===== src/rtl/pe_accum_ctrl.sv =====
// Job controller for a single PE: issues operand pairs, accumulates the
// PE's registered partial sums with saturation, and hands back the result.
module pe_accum_ctrl #(
  parameter int BITS_PSUM = 12,
  parameter int BITS_ACC  = 16,
  parameter int BITS_CNT  = 8
) (
  input  logic                        CLK,
  input  logic                        RST,
  input  logic                        i_Start,
  input  logic [BITS_CNT-1:0]         i_Len,
  input  logic                        i_SignI,
  input  logic                        i_SignW,
  output logic                        o_SignI,
  output logic                        o_SignW,
  input  logic                        i_FeedValid,
  output logic                        o_FeedReady,
  input  logic signed [BITS_PSUM-1:0] i_Psum,
  output logic signed [BITS_ACC-1:0]  o_Result,
  output logic                        o_ResultValid,
  input  logic                        i_ResultReady,
  output logic                        o_Busy,
  output logic                        o_Sat
);

  typedef enum logic [1:0] {IDLE, RUN, DRAIN, DONE} state_t;

  state_t                     state, state_nxt;
  logic [BITS_CNT-1:0]        len_q;
  logic [BITS_CNT-1:0]        cnt;
  logic                       psum_vld;
  logic signed [BITS_ACC-1:0] acc;
  logic                       issue;
  logic                       start_ok;
  logic signed [BITS_ACC:0]   sum_wide;
  logic signed [BITS_ACC-1:0] sum_sat;
  logic                       clamp;

  always_comb begin
    state_nxt = state;
    issue     = 1'b0;
    start_ok  = 1'b0;
    case (state)
      IDLE: begin
        if (i_Start) begin
          start_ok  = 1'b1;
          state_nxt = (i_Len == '0) ? DONE : RUN;
        end
      end
      RUN: begin
        issue = i_FeedValid;
        if (issue && (cnt == len_q - BITS_CNT'(1))) state_nxt = DRAIN;
      end
      DRAIN:   state_nxt = DONE;
      DONE:    if (i_ResultReady) state_nxt = IDLE;
      default: state_nxt = IDLE;
    endcase
  end

  // One extra bit of headroom: the sum of two in-range values never wraps,
  // so disagreement of the top two bits flags overflow and its direction.
  always_comb begin
    sum_wide = (BITS_ACC+1)'(acc) + (BITS_ACC+1)'(i_Psum);
    clamp    = sum_wide[BITS_ACC] != sum_wide[BITS_ACC-1];
    if (!clamp)
      sum_sat = sum_wide[BITS_ACC-1:0];
    else if (sum_wide[BITS_ACC])
      sum_sat = {1'b1, {(BITS_ACC-1){1'b0}}};
    else
      sum_sat = {1'b0, {(BITS_ACC-1){1'b1}}};
  end

  always_ff @(posedge CLK or posedge RST) begin
    if (RST) begin
      state    <= IDLE;
      len_q    <= '0;
      cnt      <= '0;
      psum_vld <= 1'b0;
      acc      <= '0;
      o_Sat    <= 1'b0;
      o_SignI  <= 1'b0;
      o_SignW  <= 1'b0;
    end else begin
      state    <= state_nxt;
      psum_vld <= issue;
      if (start_ok) begin
        len_q   <= i_Len;
        o_SignI <= i_SignI;
        o_SignW <= i_SignW;
        cnt     <= '0;
        acc     <= '0;
        o_Sat   <= 1'b0;
      end else begin
        if (issue) cnt <= cnt + BITS_CNT'(1);
        // psum_vld trails the issue by one edge, matching the PE output register
        if (psum_vld) begin
          acc <= sum_sat;
          if (clamp) o_Sat <= 1'b1;
        end
      end
    end
  end

  assign o_FeedReady   = (state == RUN);
  assign o_ResultValid = (state == DONE);
  assign o_Busy        = (state != IDLE);
  assign o_Result      = acc;

endmodule

===== config.mk =====
export PLATFORM = sky130hd
export DESIGN_NAME = pe_accum_ctrl
export DESIGN_NICKNAME = d
export VERILOG_FILES = /design/src/rtl/pe_accum_ctrl.sv
export SDC_FILE = /design/constraint.sdc
export NUM_CORES = 1
export LEC_CHECK = 0
export ABC_AREA = 1
export BUFFER_PORTS_ARGS = -buffer_cell sky130_fd_sc_hd__buf_2
export CAP_MARGIN = 20
export CORE_MARGIN = 2
export CORE_UTILIZATION = 45
export CTS_CLUSTER_DIAMETER = 120
export CTS_CLUSTER_SIZE = 8
export DETAILED_ROUTE_END_ITERATION = 12
export PLACE_DENSITY = 0.76
export SLEW_MARGIN = 10
export SYNTH_ARGS = -nofsm -noshare
export SYNTH_HDL_FRONTEND = slang
export SYNTH_SLANG_ARGS = --single-unit

===== constraint.sdc =====
create_clock -name CLK -period 2.56 [get_ports CLK]
set_input_delay 0.256 -clock CLK [delete_from_list [all_inputs] [get_ports CLK]]
set_output_delay 0.256 -clock CLK [all_outputs]
set_load 0.01 [all_outputs]

==> Yosys cells after proc, flatten, opt, wreduce, memory -nomap -nowiden <==
Cells that the tools add are included.
{ "op_classes": {"n_reduce_logical": 9, "mux": 17, "n_addsub": 3, "eq_ne": 8} }
{ "op_table": {"columns": ["op", "count"], "rows": [
  ["$mux W16", 4],
  ["$add A16 B12 Y17", 1],
  ["$mux W8", 2],
  ["$add A8 B1 Y8 const B", 1],
  ["$eq A8 B8 Y1", 1],
  ["$logic_not A8 Y1", 1],
  ["$mux W2", 4],
  ["$pmux W2 S4", 1],
  ["$reduce_bool A2 Y1", 4],
  ["$sub A8 B1 Y8 const B", 1],
  ["$mux W1", 6],
  ["$eq A2 B2 Y1 const B", 2],
  ["$ne A2 B1 Y1 const B", 2],
  ["$reduce_and A3 Y1", 1],
  ["$eq A2 B1 Y1 const B", 1],
  ["$logic_not A2 Y1", 1],
  ["$ne A2 B2 Y1 const B", 1],
  ["$reduce_and A2 Y1", 1],
  ["$logic_and A1 B1 Y1", 1],
  ["$ne A1 B1 Y1", 1]
]} }
{ "totals": {"wordCells": 45, "regBits": 38, "in_bits": 27, "out_inout_bits": 22} }

==> Depth between registers and ports, before layout <==
Gate-level depths: netlist of run 1.
{ "logic_depth": {"ltp_word": 5, "mapped_depth": 15, "mapped_depth_nobuf": 15} }

==> Worst setup path before layout of run 1 <==
No wires, ideal clock.
{ "synth_timing": {"kind": "reg-to-reg", "from": "register acc[0] (netlist: o_Result[0])", "to": "register acc[10] (netlist: o_Result[10])", "period_less_slack_ps": 2121, "stages_incl_launch_ff": 16, "arrival_ps": 2005, "path_slack_ps": 439, "path_buffers": 1, "setup_time_ps": 116, "cell_sequence": "dfrtp_1 ha_1 fa_1 nand2_1 nand2_1 nand3_1 nand2_1 nand2_2 nand2_2 nand2_1 nand2_4 nand2_4 buf_6 nand3_2 nand2_1 nand2_1"} }
{ "synth_via": {"elab_chain_len": 5, "elab_cells_between_ends": 6} }
{ "synth_rtl": {"columns": ["item", "line", "text"], "rows": [
  ["start: declaration", "32", "logic signed [BITS_ACC-1:0] acc;"],
  ["start signal: assignment", "97", "acc <= sum_sat;"],
  ["$add A16 B12 Y17 *", "63", "sum_wide = (BITS_ACC+1)'(acc) + (BITS_ACC+1)'(i_Psum);"],
  ["$mux W16 / $ne A1 B1 Y1 (equally long branches)", "67, 64", null],
  ["$mux W16 *", "65", "if (!clamp)"],
  ["$mux W16 *", "96", "if (psum_vld) begin"],
  ["$mux W16 *", "86", "if (start_ok) begin"]
]} }
Every way passes the cells marked *; elsewhere a longest branch is shown, timed or not. The select of a mux whose other input is x is not followed.
A chain may end at the register's enable or synchronous reset.

==> Worst setup path in the final report of run 1 <==
{ "layout_timing": {"from": "register acc[0] (netlist: o_Result[0])", "to": "register acc[12] (netlist: o_Result[12])"} }
The elaborated chain is that of the path after synthesis.

==> results by group, run 1 <==
Status
  • Status: complete, no violations

Clock tree
  • TritonCTS clock tree: built
  • Worst-path clk slew: 0.09 ns
  • Clock H-tree levels: 2
  • Clock Path Buffers: 2
  • CTS root buf: clkbuf_8
  • CTS Buf Count: 5
  • Clock Sinks: 38
  • Hold-fix buffers, CTS: 0
  • Clk_lat worst skew: 0.30 ns

Finish
  • Share of layout cells above drive strength 1: 0.2141
  • Layout area overhead: 13.96%
  • Fin nets: 545
  • Core Util, Final: 0.5261
  • Diode count: 0
  • Final Non-Filler Cells: 575
  • Fin area: 0.003555 mm²

Floorplan
  • Die width: 87.26 µm
  • Core area: 0.006756 mm²
  • IO Pins: 49
  • Initial Util: 0.4617
  • Placement Rows: 30
  • Die height: 87.26 µm
  • Die area: 0.007613 mm²

Placed design
  • Area after DPL: 0.003443 mm²
  • Cell total after placement: 566
  • Detailed Place HPWL: 5.510 mm
  • DP Worst Slack: 0.2327 ns
  • GPL Wtd Cong: 0.9142
  • Port buffer count: 48

Logic synthesis
  • Yosys warns: 0
  • Library cells used by synthesis: 31
  • Netlist Area Pre-Place: 0.003119 mm²
  • Yosys reg bits: 38
  • Synth top area cells: dfrtp_1, nand2_1, ha_1, inv_1, nand3_1
  • Total nets after synthesis: 491
  • Register area share after synthesis: 0.3049
  • Synth top area share: 0.3049
  • Cells after Synth: 440
  • Fraction of registers with async set/reset: 1.000
  • EDFF count, synth: 0
  • Area leader, netlist: dfrtp_1
  • Ys flop type: dfrtp_1
  • Avg Cell Area, Syn: 7.089 µm²

Job
  • Max_cap viols: 0

Setup path
  • CP Class: reg2reg
  • Worst path arrival time: 2.47 ns
  • Startpoint Class: register
  • Crit. End Element: register
  • Largest stage delay on the critical path: 0.40 ns
  • Worst path cell trace: ha_1 > fa_1 > nand2_1 > nand2_1 > nand3_1 > nand2_1 > nand2_2 > nand2_2 > nand2_1 > nand2_2 > nand2_4 > nand3_1 > nand2_1 > nand2_1
  • Worst-path fanout max: 16
  • Most used cell, CP: nand2_1
  • Slowest-stage cell, CP: dfrtp_1
  • Critical Path RT: 2.75 ns

Power
  • Power per cell area: 1036 mW/mm²
  • Worst vdd ir: 484.2 µV
  • Pleak: 2.026 nW
  • Total Power: 3.682 mW

Timing
  • RSZ-0062 raised after global routing: no
  • Slew Limit Fails: 0
  • Count of final hold-check violations: 0
  • Setup violations, final: 0
  • Hold_ws: 0.05938 ns
  • Slew HR: 0.6745
  • Post-Route Setup TNS: 0 ns
  • Final period util: 0.8928
  • Worst Tran Pin Value: 0.4883 ns
  • Fin crit period: 2.285 ns
  • Worst Skew: 0.01516 ns
  • Fmax: 0.4376 GHz
  • Slack of the critical path: 0.2746 ns

GRT
  • Initial antenna violation count: 0
  • Pin count of the biggest net entering global routing: 39
  • Number of global-route vias before repair: 2,783
  • GRT Util Overall: 0.1985
  • GRT Residual Overflow: 0
  • First-pass GRT wire length: 12.09 mm

Detailed routing
  • # DRC: 0
  • Vias per inst: 5.059
  • Via Count: 2,909
  • Detailed Route Iter0 Violations: 104
  • Total Wirelength: 7.150 mm
  • DR WL/cell: 12.43 µm
  • Post-route ant nets: 0
  • DRT Pass-1 Iters: 4

Worst hold path
  • Hold Crit Class: in2async
path summary, 6_finish.rpt:
check | startpoint | to | slack (ns) | cells after the start
max in group asynchronous | RST | len_q[0]$_DFFE_PP0P_ | 2.15 | 3
min reg2reg | o_SignI$_DFFE_PP0P_ | o_SignI$_DFFE_PP0P_ | 0.48 | 2
max | o_Result[0]$_DFFE_PP0P_ | o_Result[12]$_DFFE_PP0P_ | 0.27 | 14
min | RST | o_Result[5]$_DFFE_PP0P_ | 0.06 | 3
min in group CLK | i_SignI | o_SignI$_DFFE_PP0P_ | 0.17 | 3
max reg2reg | o_Result[0]$_DFFE_PP0P_ | o_Result[12]$_DFFE_PP0P_ | 0.27 | 14
where the power goes:
part | total, mW | switching, mW | internal [mW]
logic | 2.27 | 1.40 | 0.873
clock network | 0.435 | 0.218 | 0.218
registers | 0.978 | 0.180 | 0.798
total | 3.68 | 1.79 | 1.89
routing by layer:
layer  share of wire  GRT usage  routed length (µm)
met4           0.016    0.06573                 113
met1            0.46     0.2451                3256
met2            0.50     0.3512                3554
met5               0          0                   0
met3           0.032    0.03128                 226
cells in the mapped netlist (all sizes together) (4+ instances only):
library cell,n
a21oi,17
buf,4
dfrtp,38
ha,23
inv,53
nand2,188
nand3,36
nand3b,4
nand4,4
nor2,24
nor3,8
o21ai,10
xnor2,11
xor2,6
placed cells by master, fill, tap and decap left out, types with 5 or more instances in the layout:
master and n:
nor2_1 24, nor3_1 6, nand2_1 168, dfrtp_1 38
nand2_2 15, nand3_1 24, clkbuf_8 6, xor2_1 6
inv_1 49, nand3_2 12, buf_2 48, o21ai_0 10
ha_1 23, a21oi_1 11, nand2_4 5, xnor2_1 11
final cells by class:
| class | count | area (µm²) |
|---|---|---|
| inverters | 54 | 202.7 |
| repair buffers | 53 | 290.3 |
| well taps | 80 | 100.1 |
| clock inverters | 1 | 5.005 |
| flip-flops and latches | 38 | 950.9 |
| multi-input cells | 342 | 1919 |
| fillers | 663 | 3202 |
| clock buffers | 7 | 86.33 |
worst max-delay path, delay by kind of cell, from the launching register on:
| family | cells | cell delay [ns] |
|---|---|---|
| adders and majority gates | 2 | 0.62 |
| DFF | 1 | 0.40 |
| and+or+nand+nor | 12 | 1.15 |
repair_timing:
item	in CTS	in global routing
resized for setup	0	0
endpoints found under the setup margin	0	2
hold endpoints to repair	0	0
setup buffers	0	1
sequential cells by signal (all words and copies together), names as in the netlist:
signal / count
o_Result: 16
cnt: 8
len_q: 8
state: 2
o_Sat: 1
o_SignI: 1
o_SignW: 1
psum_vld: 1
logic make-up (layout without fill, tap and decap cells):
logic type / Yosys count / after routing / share of synthesized area
AOI/OAI and AO/OA: 31 / 31 / 0.06699
and+or+nand+nor: 270 / 270 / 0.4019
adders and majority gates: 24 / 24 / 0.09868
DFF: 38 / 38 / 0.3049
buffers and inverters: 60 / 115 / 0.07982
xor gates and xnor gates: 17 / 17 / 0.04773
Power figures use the tool's default switching activity.
==> run 2: changes to the inputs <==
- CTS_BUF_LIST: default -> sky130_fd_sc_hd__clkbuf_16
- PLACE_DENSITY: 0.76 -> 0.73
- SETUP_SLACK_MARGIN: default -> 0.3
==> results by group, run 2 (same netlist as run 1, synthesis figures left out) <==
Finish
  • FILL cells: 664 (+0.15%)
  • Max reg flops: 16 (unchanged)
  • Core Util, Final: 0.5491 (+0.02296)
  • Fin area: 0.003710 mm² (+4.4%)
  • Most common cell after layout, fill and taps aside: nand2_1
  • Sequential Area: 950.9 µm² (unchanged)
  • Commonest cells after routing, fill and taps aside: nand2_1, inv_1, buf_2, dfrtp_1, nor2_1
  • Final Non-Filler Cells: 579 (+0.70%)
  • Fin nets: 549 (+0.73%)
  • Multi-input logic area: 0.001981 mm² (+3.2%)
  • Layout area overhead: 18.93%
  • Diode count: 0 (unchanged)
  • Share of layout cells above drive strength 1: 0.2345 (+0.02033)

Clock tree
  • CTS root buf: clkbuf_16
  • Clk_lat worst skew: 0.28 ns (-0.02 ns)
  • Clock H-tree levels: 2 (unchanged)
  • CTS Buf Count: 5 (unchanged)
  • Worst-path clk slew: 0.06 ns (-0.03 ns)
  • Clock Path Buffers: 2 (unchanged)
  • Clock Sinks: 38 (unchanged)
  • TritonCTS clock tree: built

Timing
  • Hold_ws: 0.08180 ns (+0.02242 ns)
  • Post-Route Setup TNS: 0 ns (unchanged)
  • Worst Skew: 0.005907 ns (-0.009250 ns)
  • Slew HR: 0.6719 (-0.002607)
  • RSZ-0062 raised after global routing: no
  • Fmax: 0.4658 GHz (+6.4%)
  • Slew Limit Fails: 0 (unchanged)
  • Setup violations, final: 0 (unchanged)
  • Fin crit period: 2.147 ns (-0.1384 ns)
  • Final period util: 0.8387 (-0.05405)
  • Count of final hold-check violations: 0 (unchanged)
  • Worst Tran Pin Value: 0.4922 ns (+0.003911 ns)
  • Slack of the critical path: 0.4129 ns (+0.1384 ns)

GRT
  • GR met1 Demand/Resource: 0.2531 (+0.008046)
  • First-pass GRT wire length: 12.10 mm (about the same)
  • Number of global-route vias before repair: 2,713 (-2.5%)
  • Initial antenna violation count: 0 (unchanged)
  • Pin count of the biggest net entering global routing: 39 (unchanged)
  • Global routing usage on met3: 0.02844 (-0.002844)
  • Met2 Track Usage GR: 0.3561 (+0.004821)
  • GRT Residual Overflow: 0 (unchanged)
  • GRT Util Overall: 0.1992 (+0.0007143)
  • GR peak layer: met2

Detailed routing
  • Post-route ant nets: 0 (unchanged)
  • Vias per inst: 5.071 (+0.23%)
  • Detailed Route Iter0 Violations: 130 (+25%)
  • Total Wirelength: 7.350 mm (+2.8%)
  • Via Count: 2,936 (+0.93%)
  • # DRC: 0 (unchanged)
  • DR WL/cell: 12.69 µm (+2.1%)
  • DRT Pass-1 Iters: 4 (unchanged)

Placed design
  • Area after DPL: 0.003443 mm² (unchanged)
  • DP Worst Slack: 0.2228 ns (-0.009905 ns)
  • GPL Wtd Cong: 0.8792 (-3.8%)
  • Detailed Place HPWL: 5.451 mm (-1.1%)
  • Port buffer count: 48 (unchanged)
  • Cell total after placement: 566 (unchanged)

Floorplan
  • Die area: 0.007613 mm² (unchanged)
  • Initial Util: 0.4617 (unchanged)
  • Core area: 0.006756 mm² (unchanged)
  • Placement Rows: 30 (unchanged)
  • IO Pins: 49 (unchanged)
  • Die width: 87.26 µm (unchanged)
  • Die height: 87.26 µm (unchanged)

Power
  • Power per cell area: 1066 mW/mm² (+2.9%)
  • Worst vdd ir: 543.9 µV (+12%)
  • Pleak: 2.084 nW (+2.9%)
  • Total Power: 3.954 mW (+7.4%)

Status
  • Status: complete, no violations

Setup path
  • Critical Path RT: 2.78 ns (+0.03 ns)
  • Worst path arrival time: 2.37 ns (-0.10 ns)
  • CP Class: reg2reg
  • Worst-path fanout max: 7 (-9)
  • Startpoint Class: register
  • Crit. End Element: register

Worst hold path
  • Hold Crit Class: in2async

Job
  • Max_cap viols: 0 (unchanged)
[run 2: timing repair]
action	4_1_cts	5_1_grt
setup endpoints to repair	15	16
resized for setup	1	12
pin swaps	1	7
gates cloned	0	1
setup buffers	1	3
hold buffers	0	0
[run 2: final cells by class]
class | instances | area share
multi-input cells | 342 | 0.5339
clock inverters | 3 | 0.003373
repair buffers | 57 | 0.09106
clock buffers | 5 | 0.03373
inverters | 54 | 0.05464
flip-flops and latches | 38 | 0.2563
well taps | 80 | 0.02698
[run 2: final timing paths]
kind                                          from                       end  slack, ns  cells after the start
max                        o_Result[0]$_DFFE_PP0P_  o_Result[13]$_DFFE_PP0P_       0.41                     14
max in group asynchronous                      RST      state[1]$_DFFE_PP0P_       2.13                      3
min in group CLK                           i_SignW       o_SignW$_DFFE_PP0P_       0.17                      3
max reg2reg                o_Result[0]$_DFFE_PP0P_  o_Result[13]$_DFFE_PP0P_       0.41                     14
min reg2reg                    o_SignW$_DFFE_PP0P_       o_SignW$_DFFE_PP0P_       0.49                      2
min                                            RST   o_Result[5]$_DFFE_PP0P_       0.08                      3
[run 2: where the power goes]
group	internal [mW]	switching, mW
logic	0.931	1.45
registers	0.800	0.181
clock network	0.352	0.241
[run 2: worst max-delay path, stage by stage, from the launching register on]
cell and delay, ns:
dfrtp_1 0.41, ha_4 0.19, fa_2 0.39, nand2_2 0.07
nand2_2 0.07, nand3_2 0.09, nand2_4 0.07, nand2_4 0.09
nand2_2 0.06, nand2_2 0.08, nand2_4 0.08, a21oi_4 0.20
clkbuf_16 0.19, nand2_1 0.05, nand2_1 0.05
[run 2: routing by layer]
metal | wire length (µm) | vias to the layer above
met4 | 42 | 0
met3 | 260 | 4
met1 | 3384 | 1374
li1 | - | 1500
met5 | 0 | -
met2 | 3663 | 58
==> run 3: changes to the inputs <==
- clock period: 2.56 -> 2.05 ns (I/O delays scaled with it)
==> results by group, run 3 (same netlist as run 1, synthesis figures left out) <==
Placed design
  • DP Worst Slack: -0.06292 ns (-0.2857 ns)
  • Port buffer count: 48 (unchanged)
  • GPL Wtd Cong: 0.8741 (-0.58%)
  • Detailed Place HPWL: 5.551 mm (+1.8%)
  • Cell total after placement: 584 (+3.2%)

Power
  • Sw Share: 0.4557 (-0.01752)
  • Flop pwr share: 0.222 (-0.026)
  • Pleak: 2.214 nW (+6.3%)
  • Total Power: 5.638 mW (+43%)
  • Worst vdd ir: 837.9 µV (+54%)
  • Internal power: 3.068 mW (+47%)
  • Psw: 2.569 mW (+37%)
  • Combinational share of power: 0.626 (+0.024)
  • Clock power frac: 0.152 (+0.002)
  • Power per cell area: 1364 mW/mm² (+28%)

Floorplan
  • Core area: 0.006756 mm² (unchanged)
  • Die height: 87.26 µm (unchanged)
  • Die width: 87.26 µm (unchanged)
  • Initial Util: 0.4617 (unchanged)
  • Die area: 0.007613 mm² (unchanged)
  • IO Pins: 49 (unchanged)
  • Placement Rows: 30 (unchanged)

Setup path
  • Worst path arrival time: 2.28 ns (-0.09 ns)
  • Largest stage delay on the critical path: 0.38 ns (-0.03 ns)
  • Worst reg-to-reg path cell count: 14 (unchanged)
  • CP Class: reg2reg
  • Crit. path cell count: 14 (unchanged)
  • Register-to-register setup slack: -0.007 ns (-0.42 ns)
  • Worst-path fanout max: 5 (-2)
  • Critical Path RT: 2.27 ns (-0.51 ns)
  • Startpoint Class: register
  • Largest delay contributor family on the critical path: simple AND/OR/NAND/NOR gates
  • Worst path cell trace: ha_2 > fa_2 > nand2_2 > nand2_2 > nand3_2 > nand2_2 > nand2_4 > nand2_4 > nand2_4 > nand2_4 > a21oi_4 > buf_6 > nand2_1 > nand2_1
  • Slowest-stage cell, CP: dfrtp_1
  • R2r endpoint: o_Result[5]$_DFFE_PP0P_
  • WP buf/inv: 1 (unchanged)
  • Reg2reg start: o_Result[0]$_DFFE_PP0P_
  • Most used cell, CP: nand2_4
  • Crit. End Element: register

GRT
  • GR met1 Demand/Resource: 0.2660 (+0.01282)
  • Global routing usage on met3: 0.02275 (-0.005687)
  • GRT Residual Overflow: 0 (unchanged)
  • First-pass GRT wire length: 12.31 mm (+1.8%)
  • Met2 Track Usage GR: 0.3471 (-0.008953)
  • GR peak layer: met2
  • Number of global-route vias before repair: 2,872 (+5.9%)
  • Pin count of the biggest net entering global routing: 39 (unchanged)
  • GRT Util Overall: 0.1995 (+0.0002774)
  • Initial antenna violation count: 0 (unchanged)

Timing
  • Slack of the critical path: -0.007017 ns (-0.4199 ns)
  • RSZ-0062 raised after global routing: yes
  • Final period util: 1.003 (+0.1647)
  • Slew HR: 0.6583 (-0.01363)
  • Slew Limit Fails: 0 (unchanged)
  • Fmax: 0.4861 GHz (+4.4%)
  • Setup violations, final: 1 (+1)
  • Worst Tran Pin Value: 0.5126 ns (+0.02044 ns)
  • Post-Route Setup TNS: -0.007017 ns (-0.007017 ns)
  • Fin crit period: 2.057 ns (-0.09006 ns)
  • Worst Skew: 0.008760 ns (+0.002853 ns)
  • Count of final hold-check violations: 0 (unchanged)

Finish
  • Core Util, Final: 0.6117 (+0.06259)
  • Layout area overhead: 32.49%
  • Final Non-Filler Cells: 598 (+3.3%)
  • FILL cells: 595 (-10%)
  • Most common cell after layout, fill and taps aside: nand2_1
  • Diode count: 0 (unchanged)
  • Fin nets: 569 (+3.6%)
  • Commonest cells after routing, fill and taps aside: nand2_1, buf_2, inv_1, dfrtp_1, buf_4
  • Share of layout cells above drive strength 1: 0.3398 (+0.1053)
  • Max reg flops: 16 (unchanged)

Detailed routing
  • Via Count: 3,022 (+2.9%)
  • DRT Pass-1 Iters: 4 (unchanged)
  • Vias per inst: 5.054 (-0.34%)
  • Total Wirelength: 7.942 mm (+8.1%)
  • Post-route ant nets: 0 (unchanged)
  • Detailed Route Iter0 Violations: 165 (+27%)
  • DR WL/cell: 13.28 µm (+4.6%)
  • # DRC: 0 (unchanged)

Clock tree
  • Clock H-tree levels: 2 (unchanged)
  • TritonCTS clock tree: built
  • CTS root buf: clkbuf_16
  • Clk_lat worst skew: 0.28 ns (about the same)
  • Clock Path Buffers: 2 (unchanged)
  • Clock Sinks: 38 (unchanged)
  • CTS Buf Count: 5 (unchanged)
  • Worst-path clk slew: 0.06 ns (about the same)

Status
  • Status: finished with violations
  • Failing checks: negative setup slack

Worst hold path
  • Hold Crit Class: in2async

Job
  • Max_cap viols: 0 (unchanged)
==> run 3: what timing repair did <==
| action | in CTS | in global routing |
|---|---|---|
| pin swaps | 0 | 16 |
| gates cloned | 0 | 2 |
| setup endpoints to repair | 20 | 27 |
| gates resized for setup | 13 | 53 |
| hold buffers | 0 | 0 |
| setup buffers | 0 | 5 |
==> run 3: worst max-delay path by stage <==
stage                              from  slack, ns                  endpoint
4_1_cts         o_Result[0]$_DFFE_PP0P_       0.01   o_Result[5]$_DFFE_PP0P_
3_3_place_gp                 i_Psum[11]       0.02  o_Result[11]$_DFFE_PP0P_
2_1_floorplan   o_Result[0]$_DFFE_PP0P_       0.02   o_Result[4]$_DFFE_PP0P_
6_report        o_Result[0]$_DFFE_PP0P_     -0.007   o_Result[5]$_DFFE_PP0P_
3_5_place_dp   o_Result[14]$_DFFE_PP0P_      -0.06  o_Result[13]$_DFFE_PP0P_
5_1_grt         o_Result[5]$_DFFE_PP0P_      -0.13   o_Result[5]$_DFFE_PP0P_
==> run 3: metal layers <==
metal	routed length, µm	vias up
met4	51	0
met3	265	6
li1	-	1546
met5	0	-
met1	3557	1412
met2	4069	58
==> run 3: layout make-up <==
cell class / instances / area [µm²] / share of cell area
Multi-Input combinational cell: 343 / 2265 / 0.5480
Clock inverter: 2 / 33.78 / 0.008174
Timing Repair Buffer: 76 / 454.2 / 0.1099
Clock buffer: 5 / 125.1 / 0.03028
Sequential cell: 38 / 952.2 / 0.2304
Inverter: 54 / 202.7 / 0.04905
Tap cell: 80 / 100.1 / 0.02422
==> run 3: through the flow <==
stage                     area [µm²]  hold WS, ns
after floorplan                 3137       0.3146
after global placement          3588       0.3491
after detailed placement        3588       0.3552
after CTS                       3806      0.06324
after global routing            4133       0.1220
final                           4133      0.03173
==> run 3: worst register-to-register path, cell delays in order, from the launching register on <==
cell	delay, ns
dfrtp_1	0.38
ha_2	0.19
fa_2	0.35
nand2_2	0.07
nand2_2	0.06
nand3_2	0.08
nand2_2	0.07
nand2_4	0.10
nand2_4	0.06
nand2_4	0.07
nand2_4	0.07
a21oi_4	0.20
buf_6	0.18
nand2_1	0.07
nand2_1	0.06
==> run 3: power groups by stage <==
stage / Combinational (mW) / Sequential [mW] / Clock, mW
2_1_floorplan: 2.19 / 1.24 / 0
3_3_place_gp: 2.90 / 1.20 / 0
3_5_place_dp: 2.96 / 1.22 / 0
4_1_cts: 3.06 / 1.21 / 0.866
5_1_grt: 3.93 / 1.28 / 0.898
6_report: 3.53 / 1.25 / 0.856
